<file path="src/rtl/comp_cic_interp_pkg.sv">
`default_nettype none
// +--------------------------------------------------------------------------+
// | comp_cic_interp_pkg : shared widths, tap counts, FSM states, prototype h  |
// | Rev 1.0                                                                   |
// +--------------------------------------------------------------------------+
package comp_cic_interp_pkg;

    localparam int Win          = 16;
    localparam int Wcoef        = 18;
    localparam int Wacc         = 38;
    localparam int NTAP0        = 9;
    localparam int NTAP1        = 8;
    localparam int c_PIPE_DEPTH = 2;
    localparam int c_TRUNC      = 17;
    localparam int c_ROM_AW     = 5;

    typedef enum logic [2:0] {
        S_IDLE   = 3'd0,
        S_MAC0   = 3'd1,
        S_FLUSH0 = 3'd2,
        S_MAC1   = 3'd3,
        S_FLUSH1 = 3'd4
    } state_t;

    // Symmetric 17-tap compensator prototype, S[18,17]; unused addresses are zero.
    localparam logic [Wcoef-1:0] c_COEF_DEFAULT [2**c_ROM_AW] = '{
        18'h3FE64, 18'h3FCCC, 18'h004BA, 18'h00B58, 18'h3F542, 18'h3E106,
        18'h015E0, 18'h08CA0, 18'h0EA60, 18'h08CA0, 18'h015E0, 18'h3E106,
        18'h3F542, 18'h00B58, 18'h004BA, 18'h3FCCC, 18'h3FE64,
        18'h00000, 18'h00000, 18'h00000, 18'h00000, 18'h00000, 18'h00000,
        18'h00000, 18'h00000, 18'h00000, 18'h00000, 18'h00000, 18'h00000,
        18'h00000, 18'h00000, 18'h00000
    };

endpackage
`default_nettype wire

</file>
<file path="src/rtl/comp_cic_interp_rom.sv">
`default_nettype none
// +--------------------------------------------------------------------------+
// | comp_cic_interp_rom : coefficient ROM, registered read (1-cycle latency)  |
// | Rev 1.0                                                                   |
// +--------------------------------------------------------------------------+
module comp_cic_interp_rom
    import comp_cic_interp_pkg::*;
#(
    parameter int W     = 18,
    parameter int DEPTH = 17,
    parameter logic [W-1:0] COEF [2**c_ROM_AW] = '{default: '0}
) (
    input  logic                clk,
    input  logic [c_ROM_AW-1:0] i_addr,
    output logic [W-1:0]        o_data
);

    logic [W-1:0] r_data_q;
    logic [W-1:0] w_data_d;

    // Addresses past the prototype length read as zero whatever the table holds.
    always_comb begin
        w_data_d = '0;
        if (int'(i_addr) < DEPTH) begin
            w_data_d = COEF[i_addr];
        end
    end

    always_ff @(posedge clk) begin
        r_data_q <= w_data_d;
    end

    assign o_data = r_data_q;

endmodule
`default_nettype wire

</file>
<file path="src/rtl/comp_cic_interp.sv">
`default_nettype none
// +--------------------------------------------------------------------------+
// | comp_cic_interp : x2 polyphase CIC-compensation interpolator, serial MAC  |
// | Rev 1.0                                                                   |
// +--------------------------------------------------------------------------+
module comp_cic_interp #(
    parameter int    Win       = comp_cic_interp_pkg::Win,
    parameter int    Wcoef     = comp_cic_interp_pkg::Wcoef,
    parameter int    Wout      = 18,
    parameter int    Num_coef  = 17,
    parameter string COEF_FILE = "comp_cic_interp_coef.hex",
    // Elaborated ROM image; COEF_FILE names the hex image this table mirrors.
    parameter logic [Wcoef-1:0] COEF [2**comp_cic_interp_pkg::c_ROM_AW] =
        comp_cic_interp_pkg::c_COEF_DEFAULT
) (
    input  logic            clk,
    input  logic            ic_rst_n,
    input  logic [Win-1:0]  id_data_filter,
    input  logic            ic_val_data,
    output logic            oc_ready,
    output logic [Wout-1:0] od_data_filter,
    output logic            oc_val_data,
    output logic            oc_drop
);
    import comp_cic_interp_pkg::*;

    localparam int         c_WPROD = Win + Wcoef;
    localparam int         c_WT    = Wacc - c_TRUNC;
    localparam logic [3:0] c_T0    = 4'(NTAP0 - 1);
    localparam logic [3:0] c_T1    = 4'(NTAP1 - 1);
    localparam logic [3:0] c_TF0   = 4'(c_PIPE_DEPTH - 1);
    localparam logic [3:0] c_TF1   = 4'(c_PIPE_DEPTH);

    state_t                    r_state_q, w_state_d;
    logic [3:0]                r_cnt_q, w_cnt_d;
    logic                      w_ready, w_accept, w_issue, w_first, w_last;
    logic [c_ROM_AW-1:0]       w_rom_addr;
    logic [Wcoef-1:0]          w_coef;
    logic signed [Wcoef-1:0]   w_coef_s;
    logic signed [Win-1:0]     r_dline_q [NTAP0];
    logic signed [Win-1:0]     w_dline_d [NTAP0];
    logic signed [Win-1:0]     r_x1_q, w_x1_d;
    logic                      r_v1_q, w_v1_d, r_f1_q, w_f1_d, r_l1_q, w_l1_d;
    logic signed [c_WPROD-1:0] r_prod_q, w_prod_d;
    logic                      r_v2_q, w_v2_d, r_f2_q, w_f2_d, r_l2_q, w_l2_d;
    logic signed [Wacc-1:0]    r_acc_q, w_acc_d, w_prod_ext;
    logic [c_WT-1:0]           w_trunc;
    logic [c_WT-Wout:0]        w_hi;
    logic [Wout-1:0]           w_sat;
    logic [Wout-1:0]           r_out_q, w_out_d;
    logic                      r_val_q, w_val_d, r_drop_q, w_drop_d;

    // ---------------- FSM: state register ----------------
    always_ff @(posedge clk) begin
        if (!ic_rst_n) begin
            r_state_q <= S_IDLE;
            r_cnt_q   <= '0;
        end else begin
            r_state_q <= w_state_d;
            r_cnt_q   <= w_cnt_d;
        end
    end

    // ---------------- FSM: next state ----------------
    // FLUSH1 holds one cycle past the pipeline drain so the y1 pulse
    // precedes ready, giving a 23-cycle accept-to-accept period.
    always_comb begin
        w_state_d = r_state_q;
        w_cnt_d   = r_cnt_q + 4'd1;
        case (r_state_q)
            S_IDLE: begin
                w_cnt_d = '0;
                if (w_accept) w_state_d = S_MAC0;
            end
            S_MAC0: if (r_cnt_q == c_T0) begin
                w_state_d = S_FLUSH0;
                w_cnt_d   = '0;
            end
            S_FLUSH0: if (r_cnt_q == c_TF0) begin
                w_state_d = S_MAC1;
                w_cnt_d   = '0;
            end
            S_MAC1: if (r_cnt_q == c_T1) begin
                w_state_d = S_FLUSH1;
                w_cnt_d   = '0;
            end
            S_FLUSH1: if (r_cnt_q == c_TF1) begin
                w_state_d = S_IDLE;
                w_cnt_d   = '0;
            end
            default: begin
                w_state_d = S_IDLE;
                w_cnt_d   = '0;
            end
        endcase
    end

    // ---------------- FSM: outputs ----------------
    always_comb begin
        w_ready    = (r_state_q == S_IDLE);
        w_issue    = (r_state_q == S_MAC0) || (r_state_q == S_MAC1);
        w_first    = (r_cnt_q == 4'd0);
        w_last     = ((r_state_q == S_MAC0) && (r_cnt_q == c_T0)) ||
                     ((r_state_q == S_MAC1) && (r_cnt_q == c_T1));
        w_rom_addr = '0;
        if (r_state_q == S_MAC0) w_rom_addr = {r_cnt_q, 1'b0};
        if (r_state_q == S_MAC1) w_rom_addr = {r_cnt_q, 1'b1};
    end

    assign w_accept = ic_val_data & w_ready;

    comp_cic_interp_rom #(
        .W     (Wcoef),
        .DEPTH (Num_coef),
        .COEF  (COEF)
    ) u_rom (
        .clk    (clk),
        .i_addr (w_rom_addr),
        .o_data (w_coef)
    );

    // ---------------- datapath ----------------
    always_comb begin
        for (int k = 0; k < NTAP0; k++) w_dline_d[k] = r_dline_q[k];
        if (w_accept) begin
            w_dline_d[0] = id_data_filter;
            for (int k = 1; k < NTAP0; k++) w_dline_d[k] = r_dline_q[k-1];
        end

        // Stage 1 lines the tap sample up with the registered ROM word.
        w_x1_d = r_dline_q[r_cnt_q];
        w_v1_d = w_issue;
        w_f1_d = w_first;
        w_l1_d = w_last;

        w_coef_s = w_coef;
        w_prod_d = c_WPROD'(r_x1_q) * c_WPROD'(w_coef_s);
        w_v2_d   = r_v1_q;
        w_f2_d   = r_f1_q;
        w_l2_d   = r_l1_q;

        // The first product of a phase replaces the accumulator (clear).
        w_prod_ext = {{(Wacc-c_WPROD){r_prod_q[c_WPROD-1]}}, r_prod_q};
        w_acc_d    = r_acc_q;
        if (r_v2_q) w_acc_d = r_f2_q ? w_prod_ext : (r_acc_q + w_prod_ext);

        w_trunc = w_acc_d[Wacc-1:c_TRUNC];
        w_hi    = w_trunc[c_WT-1:Wout-1];
        w_sat   = w_trunc[Wout-1:0];
        if ((w_hi != '0) && (w_hi != '1)) begin
            w_sat = w_trunc[c_WT-1] ? {1'b1, {(Wout-1){1'b0}}} : {1'b0, {(Wout-1){1'b1}}};
        end

        w_out_d = r_out_q;
        w_val_d = 1'b0;
        if (r_v2_q && r_l2_q) begin
            w_out_d = w_sat;
            w_val_d = 1'b1;
        end
        w_drop_d = ic_val_data & ~w_ready;
    end

    always_ff @(posedge clk) begin
        if (!ic_rst_n) begin
            for (int k = 0; k < NTAP0; k++) r_dline_q[k] <= '0;
            r_x1_q   <= '0;
            r_v1_q   <= 1'b0;
            r_f1_q   <= 1'b0;
            r_l1_q   <= 1'b0;
            r_prod_q <= '0;
            r_v2_q   <= 1'b0;
            r_f2_q   <= 1'b0;
            r_l2_q   <= 1'b0;
            r_acc_q  <= '0;
            r_out_q  <= '0;
            r_val_q  <= 1'b0;
            r_drop_q <= 1'b0;
        end else begin
            for (int k = 0; k < NTAP0; k++) r_dline_q[k] <= w_dline_d[k];
            r_x1_q   <= w_x1_d;
            r_v1_q   <= w_v1_d;
            r_f1_q   <= w_f1_d;
            r_l1_q   <= w_l1_d;
            r_prod_q <= w_prod_d;
            r_v2_q   <= w_v2_d;
            r_f2_q   <= w_f2_d;
            r_l2_q   <= w_l2_d;
            r_acc_q  <= w_acc_d;
            r_out_q  <= w_out_d;
            r_val_q  <= w_val_d;
            r_drop_q <= w_drop_d;
        end
    end

    assign oc_ready       = w_ready;
    assign od_data_filter = r_out_q;
    assign oc_val_data    = r_val_q;
    assign oc_drop        = r_drop_q;

endmodule
`default_nettype wire
</file>
<file path="config.mk">
export PLATFORM = sky130hd
export DESIGN_NAME = comp_cic_interp
export DESIGN_NICKNAME = d
export VERILOG_FILES = /design/src/rtl/comp_cic_interp_pkg.sv /design/src/rtl/comp_cic_interp_rom.sv /design/src/rtl/comp_cic_interp.sv
export SDC_FILE = /design/constraint.sdc
export NUM_CORES = 1
export LEC_CHECK = 0
export ABC_AREA = 1
export BUFFER_PORTS_ARGS = -buffer_cell sky130_fd_sc_hd__buf_2
export CAP_MARGIN = 20
export CELL_PAD_IN_SITES_DETAIL_PLACEMENT = 1
export CELL_PAD_IN_SITES_GLOBAL_PLACEMENT = 2
export CORE_MARGIN = 3
export CORE_UTILIZATION = 40
export DETAILED_ROUTE_END_ITERATION = 6
export PLACE_DENSITY = 0.93
export SLEW_MARGIN = 5
export SYNTH_ARGS = -nofsm -noshare
export SYNTH_HDL_FRONTEND = slang
export SYNTH_SLANG_ARGS = --single-unit
export TNS_END_PERCENT = 5
</file>
<file path="constraint.sdc">
create_clock -name clk -period 14.3 [get_ports clk]
set_clock_uncertainty 0.2 [all_clocks]
set_input_delay 0.715 -clock clk [delete_from_list [all_inputs] [get_ports clk]]
set_output_delay 0.715 -clock clk [all_outputs]
set_load 0.005 [all_outputs]
</file>
; Yosys cells after proc, flatten, opt, wreduce, memory -nomap -nowiden
; Memories as Yosys holds them, arrays and structs flattened. A register that Yosys moved wholly into a read port is not among the register bits.
; Cells that the tools add are included.
[totals]
ff_bits = 105
latch_bits = 0
ram_bits = 144
mem_bits_ro = 576
input_bits = 19
out_inout_bits = 21
word_cells = 91
memories = 2
[mem_list]
columns = memory, words, width, rd, rd_clocked_by_memory_dff, write_ports, line
row1 = (no name shown), 32, 18, 1, 1, 0, comp_cic_interp_rom.sv:25  ; w_data_d = COEF[i_addr];
row2 = r_dline_q, 9, 16, 9, 1, 9, comp_cic_interp.sv:40  ; logic signed [Win-1:0] r_dline_q [NTAP0];
[classes]
n_addsub = 2
multipliers = 1
div = 0
order_cmp = 1
eq_ne = 15
shifts = 0
muxes = 30
bitwise_logic = 13
reduce_logical = 13
[op_table]
columns = op, n
row1 = 2-to-1 mux 144 bit, 1
row2 = 2-to-1 mux 16 bit, 9
row3 = 2-to-1 mux 38 bit, 2
row4 = adder 38 x 34 -> 38 bit, 1
row5 = 2-to-1 mux 18 bit, 2
row6 = multiplier 16 x 18 -> 34 bit, 1
row7 = 2-to-1 mux 4 bit, 4
row8 = one-hot mux 4 bit (4 select lines), 1
row9 = 2-to-1 mux 3 bit, 5
row10 = one-hot mux 3 bit (5 select lines), 1
row11 = 2-to-1 mux 5 bit, 2
row12 = OR 1 bit, 9
row13 = "equality test 3 x 2 -> 1 bit, second input constant", 2
row14 = "inequality test 2 bit, second input constant", 3
row15 = inverter 5 -> 6 bit, 1
row16 = "< comparator 5 bit, second input constant", 1
row17 = AND reduction 5 bit, 1
row18 = "adder 4 x 1 -> 4 bit, second input constant", 1
row19 = "equality test 4 x 1 -> 1 bit, second input constant", 1
row20 = "equality test 4 x 2 -> 1 bit, second input constant", 1
row21 = "equality test 4 x 3 -> 1 bit, second input constant", 1
row22 = "equality test 4 bit, second input constant", 1
row23 = logical AND 1 bit, 4
row24 = zero test 4 bit, 1
row25 = other kinds (13), 19

; Logic depth before layout (Yosys ltp)
[depth]
ltp_word = 6
depth_mapped = 30
ltp_nobuf = 28

; By module
; A second synthesis with hierarchy kept.
[unflattened]
cells_unflattened = 3309
hier_area_um2 = 25705.9
[by_module_without_submodules]
columns = mod, instances, cells_each, area_each_um2
row1 = comp_cic_interp, 1, 3183, 24793.8
row2 = comp_cic_interp_rom, 1, 126, 912.1

; Least setup slack after synthesis
; Ideal clock, no wire load.
[synth_path]
path_type = input port to flip-flop
from = in ic_val_data
to = mem r_dline_q[0][0] (enable)
arrival_ps = 10817
t_required_ps = 13254
path_slack_ps = 2437
path_stages = 2
path_buffers = 0
path_cell_list = inv_1 -> o21ai_0
[synth_rtl]
columns = item, line
row1 = from (decl), comp_cic_interp.sv:19  ; input logic ic_val_data,
row2 = to (decl), comp_cic_interp.sv:40

; Final worst setup path
[layout_path]
from = reg r_x1_q[7], read port of r_dline_q
to = reg r_prod_q[33]
[layout_via]
elab_chain_cells = 1
[layout_lines]
columns = item, line
row1 = from (decl), comp_cic_interp.sv:42  ; logic signed [Win-1:0] r_x1_q, w_x1_d;
row2 = multiplier 16 x 18 -> 34 bit, comp_cic_interp.sv:137  ; w_prod_d = c_WPROD'(r_x1_q) * c_WPROD'(w_coef_s);
row3 = to (signal assigned), comp_cic_interp.sv:184  ; r_prod_q <= w_prod_d;
row4 = to (decl), comp_cic_interp.sv:44  ; logic signed [c_WPROD-1:0] r_prod_q, w_prod_d;
; No other way between the ends.
; A chain may end at the register's enable or synchronous reset.

==> out/qor.yml <==
maxCapViolations: 0
fin_util_pct: 43.7
seq_area_frac_synth_pct: 29.1
wirelength_mm: 66.6
drt_drc_violations_left: 0
post-route-period-util_pct: 47.0
synth_compound_area_share_pct: 9.18
cts_tree: "done"
synth_area_per_cell_um2: 7.90
cp_data_required_time_ns: 14.59
hold_violations: 0
setup_tns_ns: 0
cts_htree_levels: 1
dr.pass1.iters: 5
crit_type: "flop to flop"
grt_pass1_wl_mm: 109
grt_max_degree: 99
cts_buffer_depth: 3
postSynthCellCount: 3044
track_usage_pct: 21.5
muxShareOfSynthArea_pct: 0
antenna_found_initial: 2
nNetsFinal: 3421
rsz0062_at_grt: "no"
drt-met1-wl_mm: 28.2
final_area_um2: 25900
r2r_start: "r_x1_q[7]$_SDFF_PN0_"
dr_total_vias: 19200
crit_path_start_kind: "flop"
ys_async_sr_fraction_pct: 0
gp_congestion: 0.885
ant_nets: 0
insertion_delay_ns: 0.60
synthTopCellsByArea: "fa_1 (22%), edfxtp_1 (18%), dfxtp_1 (11%)"
critPathArrivalTime_ns: 7.01
grt_remaining_overflow: 0
highest_layer: "met5"
numPortBuffers: 39
regArea_um2: 7010
yosys_register_bits: 278
start_util_pct: 40.6
synth.cells.most_frequent: "nand2_1 (710), inv_1 (704), nor2_1 (282), fa_1 (268), o21ai_0 (148)"
cts_inserted_buffers: 31
maxClockFrequency_mhz: 149
synth_edf_count: 144
min_from: "id_data_filter[0]"
synth_cell_types: 48
synth_top_area_share_pct: 22.3
run_status: "complete, no violations"
io-pin-count: 40
vias_per_cell: 5.05
fp.dieArea_um2: 63100
multi_input_area_um2: 13900
post_cts_buffers: 0
root_buffer: "clkbuf_16"
worst_slew_pin_slew_ns: 1.06
relSlewSlack_pct: 29.2
clkTransAtPathRegs_ns: 0.06
holdBufCountCts: 0
synthFlopType: "edfxtp_1"
end_kind: "flop"
synth_area_um2: 24000
fin_crit_ns: 6.72
hp-class: "primary input to flop"
slew_violations: 0
rows: 89
yosys_warnings: 0
synth.most_common_cell: "nand2_1"
synth_xor_area_share_pct: 1.24
hold_depth: 3
path_max_fanout: 15
wl_met3_mm: 1.82
crit_start: "r_x1_q[7]$_SDFF_PN0_"
die_h_um: 251
reg2reg_depth: 21
dp_hpwl_mm: 50.6
fp.dieW_um: 251
diodes: 0
cts_resized: 0
num-fill-cells: 7254
synth_top_area_cell: "fa_1"
clock_sinks: 278
synthAdderAreaFrac_pct: 28.8
grt_pass1_vias: 21300
drtIter0Drc: 925
syn_nets: 3456
synth-simple-area-share_pct: 18.6
coreArea_um2: 59200
place_area_um2: 24900
area_growth_pct: 7.67
synth_top_family_by_area: "adder cells"
finalSetupViolCount: 0
wire_per_inst_um: 17.5
wl_met2_mm: 34.2
final_layout_size_suffix_gt1_share_pct: 5.31
per-stage QoR:
step,hold slack (ns),std cells,setup WS [ns]
floorplan,0.190,3044,2.44
global placement,0.202,3749,7.81
detailed placement,0.200,3749,7.57
CTS,0.149,3805,7.56
global route,0.176,3805,7.17
finish,0.177,3805,7.58
layout by cell type (no fill, tap or decap), types with 4 or more instances in the layout:
| cell type | n |
|---|---|
| inv_1 | 702 |
| nand3_1 | 52 |
| nand2_2 | 18 |
| edfxtp_1 | 144 |
| o21a_1 | 6 |
| fa_1 | 268 |
| o21ai_0 | 147 |
| or2_2 | 4 |
| dfxtp_1 | 133 |
| clkbuf_8 | 4 |
| o22ai_1 | 35 |
| a21boi_0 | 4 |
| inv_2 | 7 |
| o21bai_1 | 9 |
| a31oi_1 | 4 |
| clkbuf_1 | 6 |
| nand3_2 | 8 |
| a21o_1 | 8 |
| xnor2_1 | 18 |
| a22oi_1 | 13 |
| nor3_1 | 14 |
| nand4_1 | 4 |
| nand2_1 | 710 |
| nor2_2 | 16 |
| buf_2 | 38 |
| xor2_1 | 16 |
| clkinv_1 | 6 |
| ha_1 | 125 |
| o211ai_1 | 17 |
| nor2_1 | 280 |
| buf_4 | 12 |
| clkbuf_16 | 31 |
| a21oi_1 | 130 |
registers in the layout (all words and copies together), names as in the netlist:
name / flops
r_dline_q: 144
r_acc_q: 37
r_prod_q: 33
od_data_filter: 18
r_x1_q: 16
u_rom.o_data: 15
r_cnt_q: 4
r_state_q: 3
oc_drop: 1
oc_val_data: 1
r_f1_q: 1
r_f2_q: 1
r_l1_q: 1
r_l2_q: 1
r_v1_q: 1
r_v2_q: 1
worst max-delay path, cell delays in order (launching register included):
cell     delay [ns]
dfxtp_1        0.82
nand2_1        0.28
fa_1           0.60
inv_1          0.05
fa_1           0.49
fa_1           0.60
fa_1           0.45
fa_1           0.49
inv_1          0.05
fa_1           0.48
inv_1          0.04
ha_1           0.39
nand2_1        0.14
nor3_1         0.32
nand3_1        0.18
nand3_1        0.21
a21o_1         0.18
a21oi_1        0.12
o21ai_0        0.30
nand2_1        0.09
nand2_1        0.07
nor2_1         0.05
worst paths after layout:
path         slack [ns]                            end
max reg2reg        7.58        r_prod_q[33]$_SDFF_PN0_
min                0.18  r_dline_q[0][0]$_SDFFCE_PN0P_
max                7.58        r_prod_q[33]$_SDFF_PN0_
min reg2reg        0.23              r_v2_q$_SDFF_PN0_
routing by layer:
metal  up-vias  GRT usage [%]
met2       279           40.1
met1      9669           26.0
met3       115           1.91
met5         -              0
met4         2           7.26
li1       9146              -
logic make-up after synthesis:
group	Yosys count
AOI/OAI and AO/OA	392
DFF	278
xor gates and xnor gates	34
and+or+nand+nor	1116
adders and majority gates	393
buffers and inverters	831
final cells by class:
type | instances | share of cell area, %
clock buffers | 41 | 3.30
clock inverters | 15 | 0.682
inverters | 712 | 10.3
multi-input cells | 1935 | 53.8
flip-flops and latches | 278 | 27.1
well taps | 773 | 3.74
repair buffers | 51 | 1.13
Power is left out: the tool's default activity adds up to more than one toggle a clock period on the data nets, which glitch-free logic cannot reach.
